File: config.mk
export PLATFORM = sky130hd
export DESIGN_NAME = tick_mon_wb
export DESIGN_NICKNAME = d
export VERILOG_FILES = /design/src/rtl/tick_mon_wb.sv
export SDC_FILE = /design/constraint.sdc
export NUM_CORES = 1
export LEC_CHECK = 0
export CORE_ASPECT_RATIO = 0.7
export CORE_MARGIN = 8
export CORE_UTILIZATION = 46
export DETAILED_ROUTE_END_ITERATION = 12
export PLACE_DENSITY_LB_ADDON = 0.08
export RECOVER_POWER = 50
export SLEW_MARGIN = 10
export SYNTH_ARGS = -nofsm -noshare
export SYNTH_HDL_FRONTEND = slang
export SYNTH_SLANG_ARGS = --single-unit
File: constraint.sdc
create_clock -name clk -period 13.18 [get_ports clk]
set_input_delay 3.954 -clock clk [delete_from_list [all_inputs] [get_ports clk]]
set_output_delay 3.954 -clock clk [all_outputs]
set_load 0.01 [all_outputs]
File: src/rtl/tick_mon_wb.sv
// Event/tick monitor with a Wishbone register port: free-running TIME, USB SOF count,
// per-unit E1 event counters, and SOF-triggered snapshots of TIME and the E1 counters.
module tick_mon_wb #(
    parameter int E1_N = 1
) (
    input  logic              clk,
    input  logic              rst,
    input  logic [3:0]        wb_addr,
    output logic [31:0]       wb_rdata,
    input  logic [31:0]       wb_wdata,
    input  logic              wb_we,
    input  logic              wb_cyc,
    output logic              wb_ack,
    input  logic [4*E1_N-1:0] tick_e1,
    input  logic              tick_usb_sof,
    output logic              snap_stb
);

    localparam int NCNT = 4 * E1_N;

    logic                  ack_q, ack_d;
    logic [31:0]           rdata_q, rdata_d;
    logic                  snap_stb_q, snap_stb_d;
    logic                  en_q, en_d;
    logic                  snap_en_q, snap_en_d;
    logic [31:0]           time_q, time_d;
    logic [31:0]           time_snap_q, time_snap_d;
    logic [15:0]           sof_cnt_q, sof_cnt_d;
    logic [NCNT-1:0][15:0] e1_live_q, e1_live_d;
    logic [NCNT-1:0][15:0] e1_snap_q, e1_snap_d;

    logic        req, wr, clr, csr_wr, snap;
    logic [31:0] rd_val;
    logic        wdata_unused;

    // Only the CSR enable bits carry meaning; a write to TIME clears regardless of data.
    assign wdata_unused = ^wb_wdata[31:2];

    // Bus handshake: a request is a cycle with wb_cyc high and no ack outstanding; ack
    // follows one cycle later, and a write takes effect on the edge closing the ack cycle.
    always_comb begin
        req    = wb_cyc & ~ack_q;
        wr     = wb_cyc & ack_q & wb_we;
        clr    = wr && (wb_addr == 4'd1);
        csr_wr = wr && (wb_addr == 4'd0);
        snap   = tick_usb_sof & snap_en_q;

        rd_val = '0;
        case (wb_addr)
            4'd0:    rd_val = {22'b0, 2'(E1_N), 6'b0, snap_en_q, en_q};
            4'd1:    rd_val = time_q;
            4'd2:    rd_val = time_snap_q;
            4'd3:    rd_val = {16'b0, sof_cnt_q};
            default: begin
                for (int i = 0; i < NCNT; i++) begin
                    if (wb_addr == 4'(4 + i)) rd_val = {16'b0, e1_snap_q[i]};
                end
            end
        endcase

        ack_d   = req;
        rdata_d = req ? rd_val : 32'b0;

        en_d      = csr_wr ? wb_wdata[0] : en_q;
        snap_en_d = csr_wr ? wb_wdata[1] : snap_en_q;

        // Increments and snapshots both look at the EN/SNAP_EN in force before any CSR write.
        time_d      = en_q ? time_q + 32'd1 : time_q;
        sof_cnt_d   = (en_q && tick_usb_sof) ? sof_cnt_q + 16'd1 : sof_cnt_q;
        time_snap_d = snap ? time_q : time_snap_q;
        e1_live_d   = e1_live_q;
        e1_snap_d   = snap ? e1_live_q : e1_snap_q;
        for (int i = 0; i < NCNT; i++) begin
            if (en_q && tick_e1[i]) e1_live_d[i] = e1_live_q[i] + 16'd1;
        end
        snap_stb_d = snap;

        // Clear wins over any same-cycle increment or snapshot.
        if (clr) begin
            time_d      = '0;
            sof_cnt_d   = '0;
            time_snap_d = '0;
            e1_live_d   = '0;
            e1_snap_d   = '0;
            snap_stb_d  = 1'b0;
        end
    end

    always_ff @(posedge clk or posedge rst) begin
        if (rst) begin
            ack_q       <= 1'b0;
            rdata_q     <= '0;
            snap_stb_q  <= 1'b0;
            en_q        <= 1'b0;
            snap_en_q   <= 1'b0;
            time_q      <= '0;
            time_snap_q <= '0;
            sof_cnt_q   <= '0;
            e1_live_q   <= '0;
            e1_snap_q   <= '0;
        end else begin
            ack_q       <= ack_d;
            rdata_q     <= rdata_d;
            snap_stb_q  <= snap_stb_d;
            en_q        <= en_d;
            snap_en_q   <= snap_en_d;
            time_q      <= time_d;
            time_snap_q <= time_snap_d;
            sof_cnt_q   <= sof_cnt_d;
            e1_live_q   <= e1_live_d;
            e1_snap_q   <= e1_snap_d;
        end
    end

    assign wb_ack   = ack_q;
    assign wb_rdata = rdata_q;
    assign snap_stb = snap_stb_q;

endmodule
### Yosys cells after proc, flatten, opt, wreduce, memory -nomap -nowiden

Cells that the tools add are included.

* word-level logic and storage cells: 69
* output and inout port bits: 34
* input port bits: 45
* register bits: 244

* reduce and logical (&&, ||, !) cells: 15
* equality and inequality tests: 7
* bitwise gates (word level): 5
* add/sub/neg operators: 6
* mux-type cells: 20

Operators by type and width (number)
* 32-bit 2-to-1 mux: 8
* 64-bit 2-to-1 mux: 3
* 32-bit one-hot mux with 4 select lines: 1
* 16-bit 2-to-1 mux: 7
* 16-bit by 1-bit adder with 16-bit output, second input constant: 5
* 32-bit by 1-bit adder with 32-bit output, second input constant: 1
* 4-bit by 3-bit equality test with 1-bit output, second input constant: 4
* 2-bit nonzero test: 7
* 4-bit by 2-bit equality test with 1-bit output, second input constant: 2
* 1-bit logical AND: 7
* 1-bit AND: 4
* 4-bit by 1-bit equality test with 1-bit output, second input constant: 1
* 4-bit logical NOT: 1
* 1-bit 2-to-1 mux: 1
* 1-bit NOT: 1

### Longest topological paths before layout

* word-level depth: 7
* depth in mapped cells: 8
* depth with buffers taken out: 5

### Worst setup path before layout

OpenSTA, ideal clock, no wires.

* path type: input-to-reg
* from: in wb_addr[1]
* to: reg time_snap_q[10]
* buffers on the path: 4
* stages on the path: 8
* setup slack: 7.621 ns
* data required time: 13.059 ns
* setup time: 0.121 ns
* arrival time: 5.438 ns
* path through: buf_6 nor4b_4 nand2_2 and3_4 buf_6 buf_6 buf_6 a22o_1

* cells in the longest elaborated chain, start to end: 3
* elaborated cells on any way between the ends: 4
* those cells by class: eq/ne: 1; mux: 1; reduce/logical: 2

RTL lines
* from (decl): RTL line 8 `input logic [3:0] wb_addr,`
* 4-bit by 1-bit equality test with 1-bit output *: RTL line 44 `clr = wr && (wb_addr == 4'd1);`
* 1-bit logical AND *: RTL line 44
* 32-bit 2-to-1 mux or 2-bit nonzero test (tied branches)
* to (signal assigned): RTL line 108 `time_snap_q <= time_snap_d;`
* to (decl): RTL line 27 `logic [31:0] time_snap_q, time_snap_d;`

Every way passes the cells marked *; elsewhere a longest branch is shown, timed or not.
A chain may end at the register's enable or synchronous reset.

### Worst setup path after layout

* from: in wb_addr[0]
* to: reg e1_live_q[15] (netlist name)

* cells in the longest elaborated chain, start to end: 3
* elaborated cells on any way between the ends: 4
* those cells by class: eq/ne: 1; mux: 1; reduce/logical: 2

RTL lines
* 4-bit by 1-bit equality test with 1-bit output *: RTL line 44
* 1-bit logical AND *: RTL line 44
* 64-bit 2-to-1 mux or 2-bit nonzero test (tied branches)
* to (signal assigned): RTL line 110 `e1_live_q <= e1_live_d;`
* to (decl): RTL line 29 `logic [NCNT-1:0][15:0] e1_live_q, e1_live_d;`

Marked as above.

==> parameters.txt <==
Parameter                              Value

Run
  Maxcap violations    3

STA
  Slew at the pin closest to its max-slew limit    5.78 ns
  Post-route clock period utilization    70.8%
  TNS Setup    0 ns
  Highest Clock Rate    107 MHz
  Count of pins over their slew limit    200
  Final hold violations    0
  Final Critical Period    9.34 ns
  Unrepaired setup endpoints after global routing    no
  Final Setup Violations    0
  Worst slew margin relative to its limit    -287%
  Final worst clock skew    0.0131 ns

Setup path
  CP Max Fanout    79
  Data arrival, critical path    between 9 and 10 ns
  Worst setup SP type    input port
  Crit Path Class    input port to flop
  Reg2reg setup slack    10.04 ns
  CP startpoint    wb_addr[0]
  Data required, critical path    13.59 ns
  Cell-by-cell listing of the critical path    dlygate4sd3_1 > clkbuf_1 > nor4b_1 > clkbuf_1 > and2_0 > buf_4 > or4_1 > nand2_1
  Capturing element type of the critical path    flop
  Dominant delay contributor by cell family on the critical path    buffers and inverters
  FF-to-FF Start    wb_ack
  Number of buffer and inverter instances along the worst setup path    4
  Slowest cell on the critical path    clkbuf_1
  Delay contributed by the slowest stage of the critical path    1.58 ns
  WP depth    8
  Length in cells of the worst reg-to-reg path    5
  Cell with the most instances on the worst path    clkbuf_1

Routing
  Pre-antenna DRT Iters    5
  Post-route DRC violation count    0
  Number of vias after detailed routing    8117
  Routed wl met3    around 1.8 mm
  Amount of wire on met2 after detailed routing    11.4 mm
  DR top layer    met4
  WL met1    15.0 mm
  ANT nets after route    0
  Detailed Route WL    28.8 mm
  Average via count per standard cell    5.89
  Per-cell routed wire length    20.9 um
  Detailed router's first-iteration violation count    717

Synthesis
  Syn. warnings    0
  Cell variety after synth    48
  Register area share after synthesis    54.3%
  Largest cells by area after synthesis    dfrtp_1, a22o_1, xor2_1, nor2_1, nand2_1
  Dominant synthesized flop cell    dfrtp_1
  Average size of a mapped cell    11.1 um^2
  Mapped Nets    1067
  Synthesis-stage register bit count    244
  EDFF count, synth    0
  Cell count after synthesis    1016
  Share of async-settable or async-resettable flops after synthesis    100%
  Yosys top cell by area    dfrtp_1
  Post-synth design cell area    roughly 11000 um^2
  Fraction of post-synthesis cell area in the top cell type by area    between 50% and 60%

Floorplanning
  Die Area    29800 um^2
  Num ports    79
  Initial standard-cell utilization of the core    between 40% and 50%
  Area of the core    24300 um^2
  Horizontal die dimension    203 um
  Total number of placement rows    between 40 and 50
  DIE HEIGHT    147 um

Finish
  Post-layout net count    1085
  Sequential cell area    just over 6000 um^2
  Leading cell types in the layout, fill and taps excluded    dfrtp_1, a22o_1, nor2_1, nand2_1, a21oi_1
  Syn-to-layout area delta    13.1%
  Area used by multi-input combinational logic    4750 um^2
  Filler Cells Inserted    2148
  Proportion of layout cells with a drive suffix above 1    between 8 and 9%
  Utilization after layout    around 52%
  Leading cell type in the layout, fill and taps excluded    dfrtp_1

Hold path
  Startpoint of the lowest-slack hold path    time_snap_q[1]
  Worst min path class    flop to flop
  Worst hold stages    1

Placement
  Port buffer count    48
  Routability congestion estimate    0.799
  Detailed-placement wirelength estimate    18.2 mm

Status
  Failing checks    capacitance limit, slew limit
  Status    complete, but fails checks

Global routing
  Maximum number of pins on one net before global-route repair    132
  Via count of the first global-routing pass    7720
  Number of antenna violations at the first check in global routing    0
  Total global routing overflow    0
  Wire length of the first global-routing pass    46.3 mm
  All-Layer GR Usage    a little under 20%

Clock network
  Clock Tree Buf Depth    3
  CTS Hold Bufs    0
  Cells resized by post-CTS repair    0
  Clock tree from TritonCTS    done
  Sink count of the clock tree    244
  Clock-pin slew on the worst setup and hold paths    0.07 ns
  Max H-tree Level    1
  Setup repair bufs after CTS    0
  Insertion delay of the later-clocked pin in the worst-skew pair    0.53 ns
  Total clock buffers created by CTS    25
  Clk Tree Root Cell    clkbuf_16

Power
  Worst supply voltage drop on vdd    between 0.09 and 0.1 mV
  PD cells    157 nW/um^2
  Reported leakage power    5.57 nW
## cell usage after synthesis, drive strengths merged, types with 20 or more instances
cell type	number
nand4	25
o21ai	20
nand3	39
nand2	76
xor2	38
clkbuf	39
a22o	98
buf	30
nor2	78
dfrtp	244
a21oi	46
nor3	21
## path summary, 6_finish.rpt
check                                  to
max in group asynchronous      time_q[12]
min reg2reg                time_snap_q[1]
max                         e1_live_q[15]
min in group asynchronous    e1_live_q[1]
max reg2reg                 e1_live_q[15]
min                        time_snap_q[1]
## cell families (layout without fill, tap and decap cells)
family	after synthesis	count (layout)	share of synthesized area, %
DFF	244	244	54.3
other	0	1	0
muxes	42	42	5.22
and+or+nand+nor	358	358	16.7
adders and majority gates	6	6	0.668
buffers and inverters	78	115	3.30
AOI/OAI and AO/OA	231	231	15.3
xor gates and xnor gates	57	57	4.44
## where the power goes
group	total (mW)	leakage, nW	switching [mW]	internal [mW]
Sequential	0.982	3.23	0.122	0.860
Combinational	0.274	1.91	0.140	0.133
Clock	0.736	0.432	0.301	0.435
## routing by layer
layer  track usage [%]  vias to the layer above
met3              3.98                       38
li1                  -                     3793
met4              3.87                        0
met2              25.3                      201
met1              31.7                     4085
met5                 0                        -
## stage by stage
step           std cells  setup WS, ns  power [mW]  area (um^2)  hold slack, ns
6_report            1379          3.84        1.99        12700           0.502
5_1_grt             1378          3.32        2.09        12700           0.512
4_1_cts             1378          6.63        2.01        12700           0.504
3_5_place_dp        1332          6.06        1.27        11900           0.485
3_3_place_gp        1332          6.07        1.26        11900           0.482
2_1_floorplan       1016          2.52        1.17        11200           0.467
## flip-flops by register name, summed over array words and instances, names as in the netlist
name and cells:
wb_rdata 32, snap_en_q 1, e1_snap_q 64, time_q 32, wb_ack 1, en_q 1
time_snap_q 32, sof_cnt_q 16, snap_stb 1, e1_live_q 64
## layout make-up
class,count,area share [%]
Multi-Input combinational cell,694,37.4
Timing Repair Buffer,60,4.36
Clock inverter,14,1.17
Clock buffer,32,5.52
Sequential cell,244,48.1
Inverter,9,0.276
Tap cell,325,3.20
Antenna cell,1,0.0197
(Power assumes the default switching activity.)
